==> src/rtl/bram_burst_ctrl_if.sv <==
`default_nettype none
// +----------------------------------------------------------------------------+
// | Module      : bram_burst_ctrl_if                                           |
// | Description : Bus bundle for bram_burst_ctrl. Carries the command/status   |
// |               lines, the write-data input stream, the read-data output     |
// |               stream and one block-RAM port.                               |
// |               master : the burst controller side                           |
// |               slave  : the command issuer / stream endpoints / RAM side    |
// | Signals     : start, cmd_we, cmd_addr, cmd_len      command                |
// |               busy, done, err                       status                 |
// |               s_data, s_valid, s_ready              write stream           |
// |               m_data, m_valid, m_ready              read stream            |
// |               mem_en, mem_we, mem_addr, mem_d, mem_q RAM port              |
// | Revision    : 1.0  initial release                                         |
// +----------------------------------------------------------------------------+
interface bram_burst_ctrl_if #(
  parameter int DATA_WIDTH = 16,
  parameter int ADDR_WIDTH = 12,
  parameter int LEN_WIDTH  = ADDR_WIDTH + 1
);
  // command / status
  logic                  start;
  logic                  cmd_we;
  logic [ADDR_WIDTH-1:0] cmd_addr;
  logic [LEN_WIDTH-1:0]  cmd_len;
  logic                  busy;
  logic                  done;
  logic                  err;
  // write stream
  logic [DATA_WIDTH-1:0] s_data;
  logic                  s_valid;
  logic                  s_ready;
  // read stream
  logic [DATA_WIDTH-1:0] m_data;
  logic                  m_valid;
  logic                  m_ready;
  // RAM port
  logic                  mem_en;
  logic                  mem_we;
  logic [ADDR_WIDTH-1:0] mem_addr;
  logic [DATA_WIDTH-1:0] mem_d;
  logic [DATA_WIDTH-1:0] mem_q;

  modport master (
    input  start, cmd_we, cmd_addr, cmd_len,
    input  s_data, s_valid, m_ready, mem_q,
    output busy, done, err, s_ready, m_data, m_valid,
    output mem_en, mem_we, mem_addr, mem_d
  );

  modport slave (
    output start, cmd_we, cmd_addr, cmd_len,
    output s_data, s_valid, m_ready, mem_q,
    input  busy, done, err, s_ready, m_data, m_valid,
    input  mem_en, mem_we, mem_addr, mem_d
  );
endinterface

`default_nettype wire

==> src/rtl/bram_burst_ctrl.sv <==
`default_nettype none
// +----------------------------------------------------------------------------+
// | Module      : bram_burst_ctrl                                              |
// | Description : Sequential write/read burst initiator for one port of a      |
// |               block RAM with 1-cycle registered read latency. Write data   |
// |               comes in on a valid/ready stream, read data leaves on a      |
// |               valid/ready stream with full backpressure.                   |
// | Ports       : clk       clock, rising edge                                 |
// |               rst       asynchronous active-high reset                     |
// |               bus       bram_burst_ctrl_if.master (command, status,        |
// |                         write stream, read stream, RAM port)               |
// | Options     : BRAM_CTRL_BOUND_CHK_EN - when defined, commands that run     |
// |               past MEM_SIZE are rejected with done+err; when undefined,    |
// |               err is tied low and addresses wrap.                          |
// | Revision    : 1.0  initial release                                         |
// +----------------------------------------------------------------------------+
module bram_burst_ctrl #(
  parameter int DATA_WIDTH = 16,
  parameter int MEM_SIZE   = 4095,
  parameter int ADDR_WIDTH = $clog2(MEM_SIZE),
  parameter int LEN_WIDTH  = ADDR_WIDTH + 1
) (
  input wire clk,
  input wire rst,
  bram_burst_ctrl_if.master bus
);

  localparam logic [ADDR_WIDTH-1:0] c_ADDR_ONE = ADDR_WIDTH'(1);
  localparam logic [LEN_WIDTH-1:0]  c_LEN_ONE  = LEN_WIDTH'(1);

  typedef enum logic [1:0] {
    S_IDLE  = 2'd0,
    S_WRITE = 2'd1,
    S_READ  = 2'd2,
    S_DONE  = 2'd3
  } state_t;

  state_t                r_state;
  logic [ADDR_WIDTH-1:0] r_addr;
  logic [LEN_WIDTH-1:0]  r_rem;
  logic                  r_busy;
  logic                  r_done;
  logic                  r_s_ready;
  logic                  r_mem_en;
  logic                  r_mem_we;
  logic [ADDR_WIDTH-1:0] r_mem_addr;
  logic [DATA_WIDTH-1:0] r_mem_d;

  // Read pipeline: r_rd_issue marks a read address on the RAM port this
  // cycle, r_q_pend marks its data sitting on mem_q this cycle.
  logic                  r_rd_issue;
  logic                  r_q_pend;
  logic [DATA_WIDTH-1:0] r_buf [2];
  logic [1:0]            r_buf_cnt;
  logic                  r_buf_head;

  logic                  w_s_hs;
  logic                  w_buf_nonempty;
  logic                  w_head_valid;
  logic                  w_pop;
  logic                  w_buf_pop;
  logic                  w_push;
  logic [2:0]            w_occ_after;
  logic                  w_rd_issue;
  logic                  w_rd_last;
  logic                  w_reject;

`ifdef BRAM_CTRL_BOUND_CHK_EN
  localparam int                 c_END_W    = LEN_WIDTH + 1;
  localparam logic [c_END_W-1:0] c_MEM_SIZE = c_END_W'(MEM_SIZE);
  logic [c_END_W-1:0] w_cmd_end;
  logic               r_err;
  assign w_cmd_end = c_END_W'(bus.cmd_addr) + c_END_W'(bus.cmd_len);
  assign w_reject  = (bus.cmd_len != '0) && (w_cmd_end > c_MEM_SIZE);
  assign bus.err   = r_err;
`else
  assign w_reject  = 1'b0;
  assign bus.err   = 1'b0;
`endif

  assign w_s_hs         = bus.s_valid & r_s_ready;

  // The stream head is the oldest buffered word; with an empty buffer a
  // word arriving on mem_q is presented directly so the first read word
  // appears two cycles after start.
  assign w_buf_nonempty = (r_buf_cnt != 2'd0);
  assign w_head_valid   = w_buf_nonempty | r_q_pend;
  assign w_pop          = w_head_valid & bus.m_ready;
  assign w_buf_pop      = w_pop & w_buf_nonempty;
  assign w_push         = r_q_pend & ~(w_pop & ~w_buf_nonempty);

  // Words owned after this edge: buffered + on the RAM port + on mem_q,
  // minus any pop. Keeping this at most 2 guarantees every returning word
  // has a buffer slot, whatever m_ready does.
  assign w_occ_after    = {1'b0, r_buf_cnt} + {2'b00, r_rd_issue}
                        + {2'b00, r_q_pend} - {2'b00, w_pop};
  assign w_rd_issue     = (r_state == S_READ) && (r_rem != '0) && (w_occ_after < 3'd2);
  assign w_rd_last      = (r_state == S_READ) && (r_rem == '0) && (w_occ_after == 3'd0);

  assign bus.busy     = r_busy;
  assign bus.done     = r_done;
  assign bus.s_ready  = r_s_ready;
  assign bus.m_valid  = w_head_valid;
  assign bus.m_data   = w_buf_nonempty ? r_buf[r_buf_head] :
                        (r_q_pend ? bus.mem_q : '0);
  assign bus.mem_en   = r_mem_en;
  assign bus.mem_we   = r_mem_we;
  assign bus.mem_addr = r_mem_addr;
  assign bus.mem_d    = r_mem_d;

  always_ff @(posedge clk or posedge rst) begin
    if (rst) begin
      r_state    <= S_IDLE;
      r_addr     <= '0;
      r_rem      <= '0;
      r_busy     <= 1'b0;
      r_done     <= 1'b0;
      r_s_ready  <= 1'b0;
      r_mem_en   <= 1'b0;
      r_mem_we   <= 1'b0;
      r_mem_addr <= '0;
      r_mem_d    <= '0;
      r_rd_issue <= 1'b0;
      r_q_pend   <= 1'b0;
      r_buf[0]   <= '0;
      r_buf[1]   <= '0;
      r_buf_cnt  <= 2'd0;
      r_buf_head <= 1'b0;
`ifdef BRAM_CTRL_BOUND_CHK_EN
      r_err      <= 1'b0;
`endif
    end else begin
      r_done     <= 1'b0;
      r_mem_en   <= 1'b0;
      r_mem_we   <= 1'b0;
      r_rd_issue <= 1'b0;
      r_q_pend   <= r_rd_issue;
`ifdef BRAM_CTRL_BOUND_CHK_EN
      r_err      <= 1'b0;
`endif

      // Buffer bookkeeping; the push slot uses pre-pop pointers so a
      // simultaneous push and pop keeps order.
      if (w_push) begin
        r_buf[r_buf_head ^ r_buf_cnt[0]] <= bus.mem_q;
      end
      r_buf_head <= r_buf_head ^ w_buf_pop;
      r_buf_cnt  <= r_buf_cnt + {1'b0, w_push} - {1'b0, w_buf_pop};

      case (r_state)
        S_IDLE: begin
          if (bus.start) begin
            r_addr <= bus.cmd_addr;
            r_rem  <= bus.cmd_len;
            if (w_reject) begin
              r_state <= S_DONE;
              r_done  <= 1'b1;
`ifdef BRAM_CTRL_BOUND_CHK_EN
              r_err   <= 1'b1;
`endif
            end else if (bus.cmd_len == '0) begin
              r_state <= S_DONE;
              r_done  <= 1'b1;
            end else if (bus.cmd_we) begin
              r_state   <= S_WRITE;
              r_busy    <= 1'b1;
              r_s_ready <= 1'b1;
            end else begin
              // First read goes out on the start edge to save a cycle.
              r_state    <= S_READ;
              r_busy     <= 1'b1;
              r_mem_en   <= 1'b1;
              r_mem_addr <= bus.cmd_addr;
              r_addr     <= bus.cmd_addr + c_ADDR_ONE;
              r_rem      <= bus.cmd_len - c_LEN_ONE;
              r_rd_issue <= 1'b1;
            end
          end
        end

        S_WRITE: begin
          if (w_s_hs) begin
            r_mem_en   <= 1'b1;
            r_mem_we   <= 1'b1;
            r_mem_addr <= r_addr;
            r_mem_d    <= bus.s_data;
            r_addr     <= r_addr + c_ADDR_ONE;
            r_rem      <= r_rem - c_LEN_ONE;
            if (r_rem == c_LEN_ONE) begin
              r_s_ready <= 1'b0;
            end
          end else if (r_rem == '0) begin
            // The last write is on the RAM port this cycle; finish after it.
            r_state <= S_DONE;
            r_busy  <= 1'b0;
            r_done  <= 1'b1;
          end
        end

        S_READ: begin
          if (w_rd_issue) begin
            r_mem_en   <= 1'b1;
            r_mem_addr <= r_addr;
            r_addr     <= r_addr + c_ADDR_ONE;
            r_rem      <= r_rem - c_LEN_ONE;
            r_rd_issue <= 1'b1;
          end
          if (w_rd_last) begin
            r_state <= S_DONE;
            r_busy  <= 1'b0;
            r_done  <= 1'b1;
          end
        end

        S_DONE: begin
          r_state <= S_IDLE;
        end

        default: begin
          r_state <= S_IDLE;
        end
      endcase
    end
  end

endmodule

`default_nettype wire

==> src/flat_wrapper.sv <==
// flat-port wrapper written by rule: the top's interface ports become plain ports
module bram_burst_ctrl_flat 
#(
  parameter int DATA_WIDTH = 16,
  parameter int MEM_SIZE   = 4095,
  parameter int ADDR_WIDTH = $clog2(MEM_SIZE),
  parameter int LEN_WIDTH  = ADDR_WIDTH + 1
)
  (clk, rst, bus_start, bus_cmd_we, bus_cmd_addr, bus_cmd_len, bus_s_data, bus_s_valid, bus_m_ready, bus_mem_q, bus_busy, bus_done, bus_err, bus_s_ready, bus_m_data, bus_m_valid, bus_mem_en, bus_mem_we, bus_mem_addr, bus_mem_d);
  bram_burst_ctrl_if #(.DATA_WIDTH(DATA_WIDTH), .ADDR_WIDTH(ADDR_WIDTH), .LEN_WIDTH(LEN_WIDTH)) bus_i ();
  input wire clk;
  input wire rst;
  input wire logic [$bits(bus_i.start)-1:0] bus_start;
  input wire logic [$bits(bus_i.cmd_we)-1:0] bus_cmd_we;
  input wire logic [$bits(bus_i.cmd_addr)-1:0] bus_cmd_addr;
  input wire logic [$bits(bus_i.cmd_len)-1:0] bus_cmd_len;
  input wire logic [$bits(bus_i.s_data)-1:0] bus_s_data;
  input wire logic [$bits(bus_i.s_valid)-1:0] bus_s_valid;
  input wire logic [$bits(bus_i.m_ready)-1:0] bus_m_ready;
  input wire logic [$bits(bus_i.mem_q)-1:0] bus_mem_q;
  output wire logic [$bits(bus_i.busy)-1:0] bus_busy;
  output wire logic [$bits(bus_i.done)-1:0] bus_done;
  output wire logic [$bits(bus_i.err)-1:0] bus_err;
  output wire logic [$bits(bus_i.s_ready)-1:0] bus_s_ready;
  output wire logic [$bits(bus_i.m_data)-1:0] bus_m_data;
  output wire logic [$bits(bus_i.m_valid)-1:0] bus_m_valid;
  output wire logic [$bits(bus_i.mem_en)-1:0] bus_mem_en;
  output wire logic [$bits(bus_i.mem_we)-1:0] bus_mem_we;
  output wire logic [$bits(bus_i.mem_addr)-1:0] bus_mem_addr;
  output wire logic [$bits(bus_i.mem_d)-1:0] bus_mem_d;
  assign bus_i.start = bus_start;
  assign bus_i.cmd_we = bus_cmd_we;
  assign bus_i.cmd_addr = bus_cmd_addr;
  assign bus_i.cmd_len = bus_cmd_len;
  assign bus_i.s_data = bus_s_data;
  assign bus_i.s_valid = bus_s_valid;
  assign bus_i.m_ready = bus_m_ready;
  assign bus_i.mem_q = bus_mem_q;
  assign bus_busy = bus_i.busy;
  assign bus_done = bus_i.done;
  assign bus_err = bus_i.err;
  assign bus_s_ready = bus_i.s_ready;
  assign bus_m_data = bus_i.m_data;
  assign bus_m_valid = bus_i.m_valid;
  assign bus_mem_en = bus_i.mem_en;
  assign bus_mem_we = bus_i.mem_we;
  assign bus_mem_addr = bus_i.mem_addr;
  assign bus_mem_d = bus_i.mem_d;
  bram_burst_ctrl #(.DATA_WIDTH(DATA_WIDTH), .MEM_SIZE(MEM_SIZE), .ADDR_WIDTH(ADDR_WIDTH), .LEN_WIDTH(LEN_WIDTH)) u_core (.clk(clk), .rst(rst), .bus(bus_i));
endmodule
==> config.mk <==
export PLATFORM = sky130hd
export DESIGN_NAME = bram_burst_ctrl_flat
export DESIGN_NICKNAME = d
export VERILOG_FILES = /design/src/rtl/bram_burst_ctrl_if.sv /design/src/rtl/bram_burst_ctrl.sv /design/src/flat_wrapper.sv
export SDC_FILE = /design/constraint.sdc
export NUM_CORES = 1
export LEC_CHECK = 0
export ABC_AREA = 1
export CAP_MARGIN = 20
export CORE_MARGIN = 1
export CORE_UTILIZATION = 30
export CTS_CLUSTER_SIZE = 10
export DETAILED_ROUTE_END_ITERATION = 6
export SYNTH_ARGS = -nofsm -noshare
export SYNTH_HDL_FRONTEND = slang
export SYNTH_SLANG_ARGS = --single-unit
==> constraint.sdc <==
create_clock -name clk -period 3.2 [get_ports clk]
set_input_delay 0.64 -clock clk [delete_from_list [all_inputs] [get_ports clk]]
set_output_delay 0.64 -clock clk [all_outputs]
set_load 0.01 [all_outputs]
==> results.md <==
* Run status: completed
* Slowest cell on crit path: clkdlybuf4s50_1
* Vias at between 5000 and 6000
* Leakage at 3.81 nW
* Vias in the first global route at roughly 5300
* Type of the worst setup path: reg -> out
* CP Capture Type: output port
* Total chip power at ~8.2 mW
* Worst r2r src: u_core.r_buf_cnt[0]
* Max Root-Sink Buffers at 2
* Core footprint at a little under 20000 µm²
* Simple-gate portion of the synthesized area at 0.341
* Global-route usage over all layers at 0.161
* Commonest cells after routing, fill and taps aside: nand2_1 (257), clkdlybuf4s50_1 (111), dfrtp_1 (97), nor2_1 (95), inv_1 (89)
* Comb pwr share at 0.582
* Root Driver: clkbuf_16
* Crit path DAT at ~2300 ps
* Fillers at a little over 2000
* Peak VDD IR at between 0.3 and 0.4 mV
* Die height at between 100 and 150 µm
* Antenna violations before repair at 0
* N_diodes at 0
* CTS tree: built
* Synthesized instance count at 851
* Synth Warn # at 0
* Routing usage on met3 at 0.0321
* Commonest non-fill, non-tap cell in the layout: nand2_1
* Clock transition at path regs at 70 ps
* Pwr Density at around 1000 nW/µm²
* Num Clock Sinks at 97
* Crit-path max cell delay at ~620 ps
* Detailed placer's ending HPWL at roughly 11000 µm
* Post-Synth Adder-Cell Area at 0.0314
* Path category of the worst min-delay check: reg -> reg
* PortBufs at roughly 110
* Initial Utilization at 0.309
* R2r worst-path depth at 14
* Critical-path cell list: nor2_1 > buf_4 > nand2_4 > o32ai_1 > clkdlybuf4s50_1
* Placer's final routability congestion estimate at about 0.83
* Crit path buffers/inverters at 2
* Register area share after synthesis at 0.401
* FF-to-FF setup slack at roughly 340 ps
* Clk_lat worst skew at 350 ps
* Internal Power at around 4.6 mW
* Post-layout net count at between 1000 and 1500
* Fmax at between 300 and 400 MHz
* GRT Max-Usage Layer: met2
* Hold EP: u_core.r_q_pend
* DR DRC count at 0
* Share of layout cells above drive strength 1 at 0.0902
* I/O pins at around 110
* Sw Ratio at 0.442
* Total routed wirelength at ~16000 µm
* Chip width at 144 µm
* Psw at 3.63 mW
* Largest family of logic cells by synthesized area: simple AND/OR/NAND/NOR gates
* H-tree levels at 3
* Fin crit period at approximately 2900 ps
* Syn nets at between 900 and 1000
* Iteration-0 DRC Markers at around 440
* Die area at 20700 µm²
* Mux share of post-synthesis cell area at 0
* Worst rel slew slack at 0.665
* CTS Buf Count at 9
* Overflow after GRT at 0
* GRT met2 Usage at 0.247
* XOR/XNOR share of the synthesized area at 0.00868
* Worst Path Required at 2560 ps
* Tcrit/Tclk final at 0.919
* Cell family with most CP delay: buffers and inverters
* Hold depth at 0
* Startpoint types: register
* Seq pwr share at 0.274
* Met1 Use GR at 0.230
* Unrepaired setup endpoints after global routing: no
* Cell Area, Synth at 6050 µm²
* Worst-margin pin slew at ~500 ps
* Maxcap violations at 0
* Hold Path Origin: u_core.r_rd_issue
* Syn-to-layout area delta at 29.7%
* Top FF cell, synth: dfrtp_1
* Site Rows at slightly above 50
* Hold Vio Cnt, Final at 0
* FFs w/ async S/R, synth at 1.00
* Post-CTS Hold Fix Bufs at 0
* Final ANT Viol Nets at 0
* Global-route wire length before repair at roughly 26000 µm
* Compound-gate portion of the synthesized area at 0.124
* TritonRoute pass-1 iters at 5
* Slew Limit Fails at 0
* Via density at approximately 4.7
* Mapped Avg Cell Area at about 7.1 µm²
* EDFF count, synth at 0
* Yosys cell types at between 40 and 50
* Largest net degree at the start of global routing at 43
* Clk_skew at just over 8 ps
* Clock power share at 0.144
* Seq cells post-synth at 97
* Wirelength per Cell at about 13 µm
* Final setup viols at 0
* Reg2reg end: u_core.bus.mem_addr[7]
* WHS at approximately 420 ps
* Max FO, Critical Path at 20
==> power by group through the flow <==
stage / Combinational, mW / Sequential (mW) / Clock (mW)
after floorplan: 3.13 / 2.24 / 0
after global placement: 4.59 / 2.25 / 0
after detailed placement: 4.67 / 2.25 / 0
after CTS: 4.70 / 2.24 / 1.22
after global routing: 5.38 / 2.32 / 1.28
final: 4.77 / 2.25 / 1.18
==> how the worst max path moves through the flow <==
stage | from | depth (start not counted) | end | slack [ps]
floorplan | rst | 1 | u_core.bus.busy | 30
global placement | bus_m_ready | 15 | u_core.bus.mem_addr[10] | -210
detailed placement | bus_m_ready | 15 | u_core.bus.mem_addr[10] | -290
CTS | bus_m_ready | 15 | u_core.bus.mem_addr[10] | 80
global route | u_core.r_buf_cnt[0] | 5 | bus_m_data[0] | 140
finish | u_core.r_buf_cnt[0] | 5 | bus_m_data[0] | 260
==> registers in the layout, summed over array words and instances (netlist names) <==
| name | flops |
|---|---|
| u_core.bus.busy | 1 |
| u_core.bus.done | 1 |
| u_core.bus.mem_addr | 12 |
| u_core.bus.mem_d | 16 |
| u_core.bus.mem_en | 1 |
| u_core.bus.mem_we | 1 |
| u_core.bus.s_ready | 1 |
| u_core.r_addr | 12 |
| u_core.r_buf | 32 |
| u_core.r_buf_cnt | 2 |
| u_core.r_buf_head | 1 |
| u_core.r_q_pend | 1 |
| u_core.r_rd_issue | 1 |
| u_core.r_rem | 13 |
| u_core.r_state | 2 |
==> worst register-to-register path, cell delays in order, from the launching register on <==
cell and delay [ps]:
dfrtp_1 450, nor2_1 160, a21oi_1 80, ha_1 270, inv_1 50, fa_2 340, fa_2 360, or2_1 240
nand2_1 80, nor2_2 50, a21oi_4 160, nor2_4 70, buf_12 140, nand2_4 210, o21ai_2 80
==> final cells by class <==
type                    count  area (µm²)  share of cell area
clock buffers              10         229              0.0292
clock inverters             6        90.1              0.0115
inverters                  95         359              0.0458
multi-input cells         624        3090               0.393
flip-flops and latches     97        2430               0.309
well taps                 265         332              0.0423
repair buffers            132        1320               0.169
==> synthesized netlist by cell type (3+ instances only) <==
master,count,share of area
nand2_1,258,0.16
dfrtp_1,97,0.40
nor2_1,95,0.059
inv_1,91,0.056
nand3_1,68,0.056
o21ai_0,59,0.049
clkbuf_1,19,0.012
nand4_1,19,0.020
a21oi_1,17,0.014
o32ai_1,16,0.023
nand2_2,14,0.014
ha_1,12,0.025
o21ai_2,12,0.017
o21ai_1,11,0.0091
buf_2,7,0.0058
nor2_2,6,0.0062
nor3_1,6,0.0050
buf_6,5,0.0093
inv_2,4,0.0025
and3_1,3,0.0031
xnor2_1,3,0.0043
xor2_1,3,0.0043
==> what timing repair did <==
action / CTS / global route
pin swaps: 0 / 3
setup endpoints to repair: 7 / 33
gates cloned: 0 / 1
endpoints found under the hold margin: 0 / 0
gates resized for setup: 1 / 5
setup buffers: 0 / 1
==> per-layer routing <==
layer / part of all wire / up-vias
li1: - / 2946
met3: 0.051 / 11
met2: 0.45 / 151
met5: 0 / -
met1: 0.49 / 2646
met4: 0.011 / 0
==> through the flow <==
step | worst slack (ps) | TNS (ps) | utilization | area, µm² | instances
finish | 259 | 0 | 0.401 | 7850 | 1229
global route | 136 | 0 | 0.401 | 7850 | 1229
CTS | 77.9 | 0 | 0.398 | 7800 | 1227
detailed placement | -287 | -8730 | 0.382 | 7480 | 1211
global placement | -210 | -5990 | 0.382 | 7480 | 1211
floorplan | 26.3 | 0 | - | 6050 | 851
==> kinds of logic after synthesis <==
group,Yosys count
DFF,97
AOI/OAI and AO/OA,123
xor gates and xnor gates,6
and+or+nand+nor,479
other,1
buffers and inverters,131
adders and majority gates,14
Power figures use the tool's default switching activity.
